**config.mk**
```make
export PLATFORM = sky130hd
export DESIGN_NAME = arbitro_memoria_dados
export DESIGN_NICKNAME = d
export VERILOG_FILES = /design/src/rtl/arbitro_pkg.sv /design/src/rtl/arbitro_memoria_dados_seletor_rr.sv /design/src/rtl/arbitro_memoria_dados.sv
export SDC_FILE = /design/constraint.sdc
export NUM_CORES = 1
export LEC_CHECK = 0
export ABC_AREA = 1
export BUFFER_PORTS_ARGS = -buffer_cell sky130_fd_sc_hd__clkbuf_2
export CAP_MARGIN = 20
export CORE_MARGIN = 3
export CORE_UTILIZATION = 40
export CTS_CLUSTER_DIAMETER = 40
export DETAILED_ROUTE_END_ITERATION = 10
export PLACE_DENSITY = 0.72
export SLEW_MARGIN = 5
export SYNTH_ARGS = -nofsm -noshare
export SYNTH_HDL_FRONTEND = slang
export SYNTH_SLANG_ARGS = --single-unit
```
**constraint.sdc**
```tcl
create_clock -name Clock -period 1.1 [get_ports Clock]
set_input_delay 0.11 -clock Clock [delete_from_list [all_inputs] [get_ports Clock]]
set_output_delay 0.11 -clock Clock [all_outputs]
set_load 0.01 [all_outputs]
```
**src/rtl/arbitro_pkg.sv**
```systemverilog
// arbitro_pkg
//   Shared definitions for the data-memory arbiter.
//   - estado_t : FSM state encoding (OCIOSO, ACESSO, RESPOSTA)
//   - PORTA_A / PORTA_B : bit positions of each port in the one-hot grant {B,A}
//   Optional macro used by the importing files: ARB_PRIORIDADE_FIXA_EN
package arbitro_pkg;

  typedef enum logic [1:0] {
    OCIOSO   = 2'd0,
    ACESSO   = 2'd1,
    RESPOSTA = 2'd2
  } estado_t;

  // One bit wide so they can index the grant vector and be compared with
  // the one-bit last-granted register without width casts.
  localparam logic PORTA_A = 1'b0;
  localparam logic PORTA_B = 1'b1;

endpackage

```
**src/rtl/arbitro_memoria_dados_seletor_rr.sv**
```systemverilog
// seletor_rr
//   Combinational winner selection between port A and port B.
//   Ports:
//     ReqA, ReqB  in   requests of each port
//     Ultimo      in   last granted port (PORTA_A / PORTA_B)
//     Concessao   out  one-hot grant {B,A}; 00 when nobody requests
//   Macro ARB_PRIORIDADE_FIXA_EN: when defined, A always wins a tie and
//   Ultimo is ignored; otherwise ties go to the port that did not win last.
module seletor_rr
  import arbitro_pkg::*;
(
  input  logic       ReqA,
  input  logic       ReqB,
  input  logic       Ultimo,
  output logic [1:0] Concessao
);

`ifdef ARB_PRIORIDADE_FIXA_EN
  logic unused_ultimo;
  assign unused_ultimo = Ultimo;

  always_comb begin
    Concessao = 2'b00;
    if (ReqA)
      Concessao[PORTA_A] = 1'b1;
    else if (ReqB)
      Concessao[PORTA_B] = 1'b1;
  end
`else
  always_comb begin
    Concessao = 2'b00;
    if (ReqA && ReqB) begin
      if (Ultimo == PORTA_B)
        Concessao[PORTA_A] = 1'b1;
      else
        Concessao[PORTA_B] = 1'b1;
    end else if (ReqA) begin
      Concessao[PORTA_A] = 1'b1;
    end else if (ReqB) begin
      Concessao[PORTA_B] = 1'b1;
    end
  end
`endif

endmodule

```
**src/rtl/arbitro_memoria_dados.sv**
```systemverilog
// arbitro_memoria_dados
//   Shares the single-port data memory between the CPU load/store path
//   (port A) and the debug/loader port (port B). One access at a time,
//   minimum three cycles per access; all outputs registered.
//   Ports:
//     Clock, Reset_n                         clock, async active-low reset
//     ReqX, EscX, EnderecoX, DadoX           port X request, write flag, address, data
//     AckX                                   one-cycle completion pulse
//     DadoLidoX                              last read data of port X
//     MemEscMem, MemLerMem                   memory write / read strobes
//     MemEndereco, MemDadoEscrito            memory address / write data
//     MemDadoLido                            memory read data (valid after negedge)
//     Concedido                              one-hot owner {B,A}
//   Macro ARB_PRIORIDADE_FIXA_EN: fixed priority to A instead of round-robin.
//
//   state    | meaning
//   ---------+-------------------------------------------------------------
//   OCIOSO   | idle; requests sampled at the next posedge
//   ACESSO   | strobe high for one cycle; memory acts on this cycle
//   RESPOSTA | winner's Ack high; returns to OCIOSO without arbitrating
module arbitro_memoria_dados
  import arbitro_pkg::*;
#(
  parameter int LARGURA_DADOS = 8,
  parameter int LARGURA_END   = 8
) (
  input  logic                     Clock,
  input  logic                     Reset_n,
  input  logic                     ReqA,
  input  logic                     EscA,
  input  logic [LARGURA_END-1:0]   EnderecoA,
  input  logic [LARGURA_DADOS-1:0] DadoA,
  output logic                     AckA,
  output logic [LARGURA_DADOS-1:0] DadoLidoA,
  input  logic                     ReqB,
  input  logic                     EscB,
  input  logic [LARGURA_END-1:0]   EnderecoB,
  input  logic [LARGURA_DADOS-1:0] DadoB,
  output logic                     AckB,
  output logic [LARGURA_DADOS-1:0] DadoLidoB,
  output logic                     MemEscMem,
  output logic                     MemLerMem,
  output logic [LARGURA_END-1:0]   MemEndereco,
  output logic [LARGURA_DADOS-1:0] MemDadoEscrito,
  input  logic [LARGURA_DADOS-1:0] MemDadoLido,
  output logic [1:0]               Concedido
);

  estado_t                  estado, estado_prox;
  logic                     esc_prox, ler_prox;
  logic [LARGURA_END-1:0]   end_prox;
  logic [LARGURA_DADOS-1:0] dado_prox;
  logic                     ack_a_prox, ack_b_prox;
  logic [LARGURA_DADOS-1:0] lido_a_prox, lido_b_prox;
  logic [1:0]               conc_prox;
  logic [1:0]               concessao;
  logic                     ultimo_sel;

`ifdef ARB_PRIORIDADE_FIXA_EN
  assign ultimo_sel = PORTA_B;
`else
  logic ultimo, ultimo_prox;
  assign ultimo_sel = ultimo;
`endif

  seletor_rr u_seletor (
    .ReqA      (ReqA),
    .ReqB      (ReqB),
    .Ultimo    (ultimo_sel),
    .Concessao (concessao)
  );

  always_comb begin
    estado_prox = estado;
    esc_prox    = 1'b0;
    ler_prox    = 1'b0;
    end_prox    = MemEndereco;
    dado_prox   = MemDadoEscrito;
    ack_a_prox  = 1'b0;
    ack_b_prox  = 1'b0;
    lido_a_prox = DadoLidoA;
    lido_b_prox = DadoLidoB;
    conc_prox   = Concedido;
`ifndef ARB_PRIORIDADE_FIXA_EN
    ultimo_prox = ultimo;
`endif
    case (estado)
      OCIOSO: begin
        if (concessao != 2'b00) begin
          conc_prox   = concessao;
          estado_prox = ACESSO;
          if (concessao[PORTA_A]) begin
            end_prox  = EnderecoA;
            dado_prox = DadoA;
            esc_prox  = EscA;
            ler_prox  = ~EscA;
          end else begin
            end_prox  = EnderecoB;
            dado_prox = DadoB;
            esc_prox  = EscB;
            ler_prox  = ~EscB;
          end
`ifndef ARB_PRIORIDADE_FIXA_EN
          ultimo_prox = concessao[PORTA_B] ? PORTA_B : PORTA_A;
`endif
        end
      end
      ACESSO: begin
        // Strobes fall by default; read data is valid since the negedge.
        estado_prox = RESPOSTA;
        if (Concedido[PORTA_A]) begin
          ack_a_prox = 1'b1;
          if (MemLerMem)
            lido_a_prox = MemDadoLido;
        end
        if (Concedido[PORTA_B]) begin
          ack_b_prox = 1'b1;
          if (MemLerMem)
            lido_b_prox = MemDadoLido;
        end
      end
      RESPOSTA: begin
        conc_prox   = 2'b00;
        estado_prox = OCIOSO;
      end
      default: begin
        conc_prox   = 2'b00;
        estado_prox = OCIOSO;
      end
    endcase
  end

  always_ff @(posedge Clock or negedge Reset_n) begin
    if (!Reset_n) begin
      estado         <= OCIOSO;
      MemEscMem      <= 1'b0;
      MemLerMem      <= 1'b0;
      MemEndereco    <= '0;
      MemDadoEscrito <= '0;
      AckA           <= 1'b0;
      AckB           <= 1'b0;
      DadoLidoA      <= '0;
      DadoLidoB      <= '0;
      Concedido      <= 2'b00;
    end else begin
      estado         <= estado_prox;
      MemEscMem      <= esc_prox;
      MemLerMem      <= ler_prox;
      MemEndereco    <= end_prox;
      MemDadoEscrito <= dado_prox;
      AckA           <= ack_a_prox;
      AckB           <= ack_b_prox;
      DadoLidoA      <= lido_a_prox;
      DadoLidoB      <= lido_b_prox;
      Concedido      <= conc_prox;
    end
  end

`ifndef ARB_PRIORIDADE_FIXA_EN
  // Reset value B makes A the winner of the first tie.
  always_ff @(posedge Clock or negedge Reset_n) begin
    if (!Reset_n)
      ultimo <= PORTA_B;
    else
      ultimo <= ultimo_prox;
  end
`endif

endmodule
```
==> results.toml <==
[status]
status = "finished, violations left"
violations = "setup timing"

[detailed_routing]
drt_wl_total_um = 4740
drt_iter0_markers = 98
drc = 0
dr_total_vias = 1763
viasPerCell = 4.78
drt_pre_antenna_iters = 4
ant_nets = 0
post_drt_wl_per_cell_um = 12.9

[logic_synthesis]
syn_area_per_cell_um2 = 8.33
synth-simple-area-share = 0.306
synthesis.area_mm2 = 0.00179
yosysUniqueCellTypes = 20
ys_seq_elements = 41
synthXorXnorAreaFrac = 0
synth_top_family_by_area = "simple AND/OR/NAND/NOR gates"
syn_inst = 215
ys_seq_area_frac = 0.573
synth_nets = 261
synth-compound-area-share = 0.0608
synth_fa_ha_area_frac = 0
ys_warn_count = 0
synthMuxAreaShare = 0

[cells_and_area]
fillers = 323
diodes = 0
regArea_mm2 = 0.00103
postLayoutCoreUtil = 0.674
stdcell_area_mm2 = 0.00281
drive_above_1_share = 0.502
area_growth_pct = 56.9
multi_input_area_um2 = 872
nets = 364

[grt]
grt_pass1_wl_um = 6810
grt_pass1_vias = 1586
grt_max_degree = 42
grtUsageTotal = 0.167
antenna_found_initial = 0
grt_overflow = 0

[cts]
numCtsBuffers = 5
cts.sinks = 41
ctsRootBufferMaster = "clkbuf_8"
tritoncts = "done"
cts_max_level = 2
insertion_delay_ns = 0.29
clockBufferDepth = 2
clkTransAtPathRegs_ns = 0.08

[die]
rows = 23
start_util = 0.429
die_y_um = 72.9
io_pins = 84
core_mm2 = 0.00417
die_area_mm2 = 0.00532
fp.dieW_um = 72.9

[worst_setup_path]
endpoint_kind = "flop"
arrival_ns = 1.38
critPathRequiredTime_ns = 1.31
start_kind = "flop"
ff2ff_path_depth = 5
critical_path_class = "reg -> reg"
crit_fanout = 5

[power]
p_leak_nw = 1.58
ir_drop_uv = 1100
cellPowerDensity_mw_per_mm2 = 2480

[sta]
slew_violations = 0
fin_setup_tns_ns = -1.44
worst_slew_pin_slew_ns = 0.239
clock.fmax_mhz = 852
rsz0062_at_grt = "true"
holdWs_ns = 0.0529
layout_setup_ws_ns = -0.0738
setup_viol = 34
period_share = 1.07
layout_min_cycle_time_ns = 1.17
finalClockSkew_ns = 0.00831
relSlewSlack = 0.841
timing.final.hold_violations = 0

[job]
cap_violations = 0

[min_path]
whs_path_depth = 3
holdCritPathClass = "in -> reg"

[placed_design]
numPortBuffers = 83
preCtsSetupSlack_ns = -0.0435
placed_area_mm2 = 0.00241
gp_congestion = 0.699
dp_hpwl_um = 3200
logic make-up after synthesis:
logic type             count (synthesis)
AO/OA/AOI/OAI                         21
buffers and inverters                 23
flip-flops                            41
AND/OR/NAND/NOR                      130
worst max-delay path, stage by stage (launching register included):
cell	delay, ns
dfstp_2	0.56
nand2_4	0.11
buf_12	0.16
nand3b_1	0.09
nand2_1	0.06
nor2_1	0.11
synthesized netlist by cell type:
| library cell | instances | share of area |
|---|---|---|
| buf_6 | 1 | 0.0063 |
| clkinv_1 | 1 | 0.0021 |
| buf_4 | 2 | 0.0084 |
| dfstp_2 | 1 | 0.015 |
| buf_2 | 5 | 0.014 |
| o21ai_1 | 16 | 0.045 |
| nand2_1 | 101 | 0.21 |
| nand3_2 | 2 | 0.011 |
| inv_1 | 14 | 0.029 |
| a21oi_1 | 2 | 0.0056 |
| nand3_1 | 17 | 0.047 |
| o21ai_0 | 2 | 0.0056 |
| nand2_2 | 2 | 0.0070 |
| nor2_4 | 1 | 0.0063 |
| nand3b_1 | 1 | 0.0042 |
| dfrtp_1 | 40 | 0.56 |
| nor2_1 | 4 | 0.0084 |
| nand2_4 | 1 | 0.0063 |
| o21ai_2 | 1 | 0.0049 |
| nor2_2 | 1 | 0.0035 |
path summary, 6_finish.rpt:
| kind | startpoint | to | slack, ns |
|---|---|---|---|
| setup reg to reg | ultimo | MemEscMem | -0.07 |
| min in group asynchronous | Reset_n | MemEndereco[0] | 0.32 |
| hold reg to reg | MemEndereco[2] | MemEndereco[2] | 0.48 |
| max in group asynchronous | Reset_n | ultimo | 0.52 |
| hold / removal | MemDadoLido[1] | DadoLidoA[1] | 0.05 |
| setup / recovery | ultimo | MemEscMem | -0.07 |
cell type report:
| cell class | count | share of cell area |
|---|---|---|
| flip-flops and latches | 41 | 0.365 |
| inverters | 15 | 0.0205 |
| clock buffers | 8 | 0.0320 |
| multi-input cells | 151 | 0.310 |
| repair buffers | 104 | 0.250 |
| well taps | 50 | 0.0223 |
cell usage in the layout (no fill, tap or decap), drive strengths merged:
cell / instances
nand2: 104
clkbuf: 94
dfrtp: 40
nand3: 19
o21ai: 19
buf: 17
inv: 14
nor2: 6
a21oi: 2
nand3b: 1
clkinv: 1
dlygate4sd3: 1
dfstp: 1
layer usage:
metal / part of all wire / vias up / GRT usage / wire length (µm)
li1: - / 887 / - / -
met1: 0.42 / 813 / 0.207 / 1980
met2: 0.51 / 56 / 0.279 / 2430
met3: 0.059 / 7 / 0.0399 / 278
met4: 0.013 / 0 / 0.0676 / 63
met5: 0 / - / 0 / 0
state kept, by name, summed over array words and instances, names as in the netlist:
register,cells
DadoLidoB,8
MemEndereco,8
AckB,1
estado,2
MemDadoEscrito,8
MemEscMem,1
AckA,1
ultimo,1
MemLerMem,1
Concedido,2
DadoLidoA,8
per-stage QoR:
step	power [mW]	cells
6_report	6.98	369
5_1_grt	7.50	369
4_1_cts	6.50	365
3_5_place_dp	5.48	356
3_3_place_gp	5.41	356
2_1_floorplan	4.20	215
repair_timing:
item                       4_1_cts  5_1_grt
setup endpoints to repair       20       34
hold endpoints to repair        40        0
resized for setup                3       56
hold buffers                     1        0
gates cloned                     0        4
setup buffers                    0        0
pin swaps                        0       35
power breakdown:
part / switching, mW / total (mW) / leakage [nW] / internal [mW]
combinational: 1.73 / 3.25 / 1.05 / 1.52
clock: 0.469 / 0.980 / 0.0455 / 0.511
sequential: 0.530 / 2.75 / 0.489 / 2.22
total: 2.73 / 6.98 / 1.58 / 4.25
No activity file was read; power rests on OpenSTA's default activity.
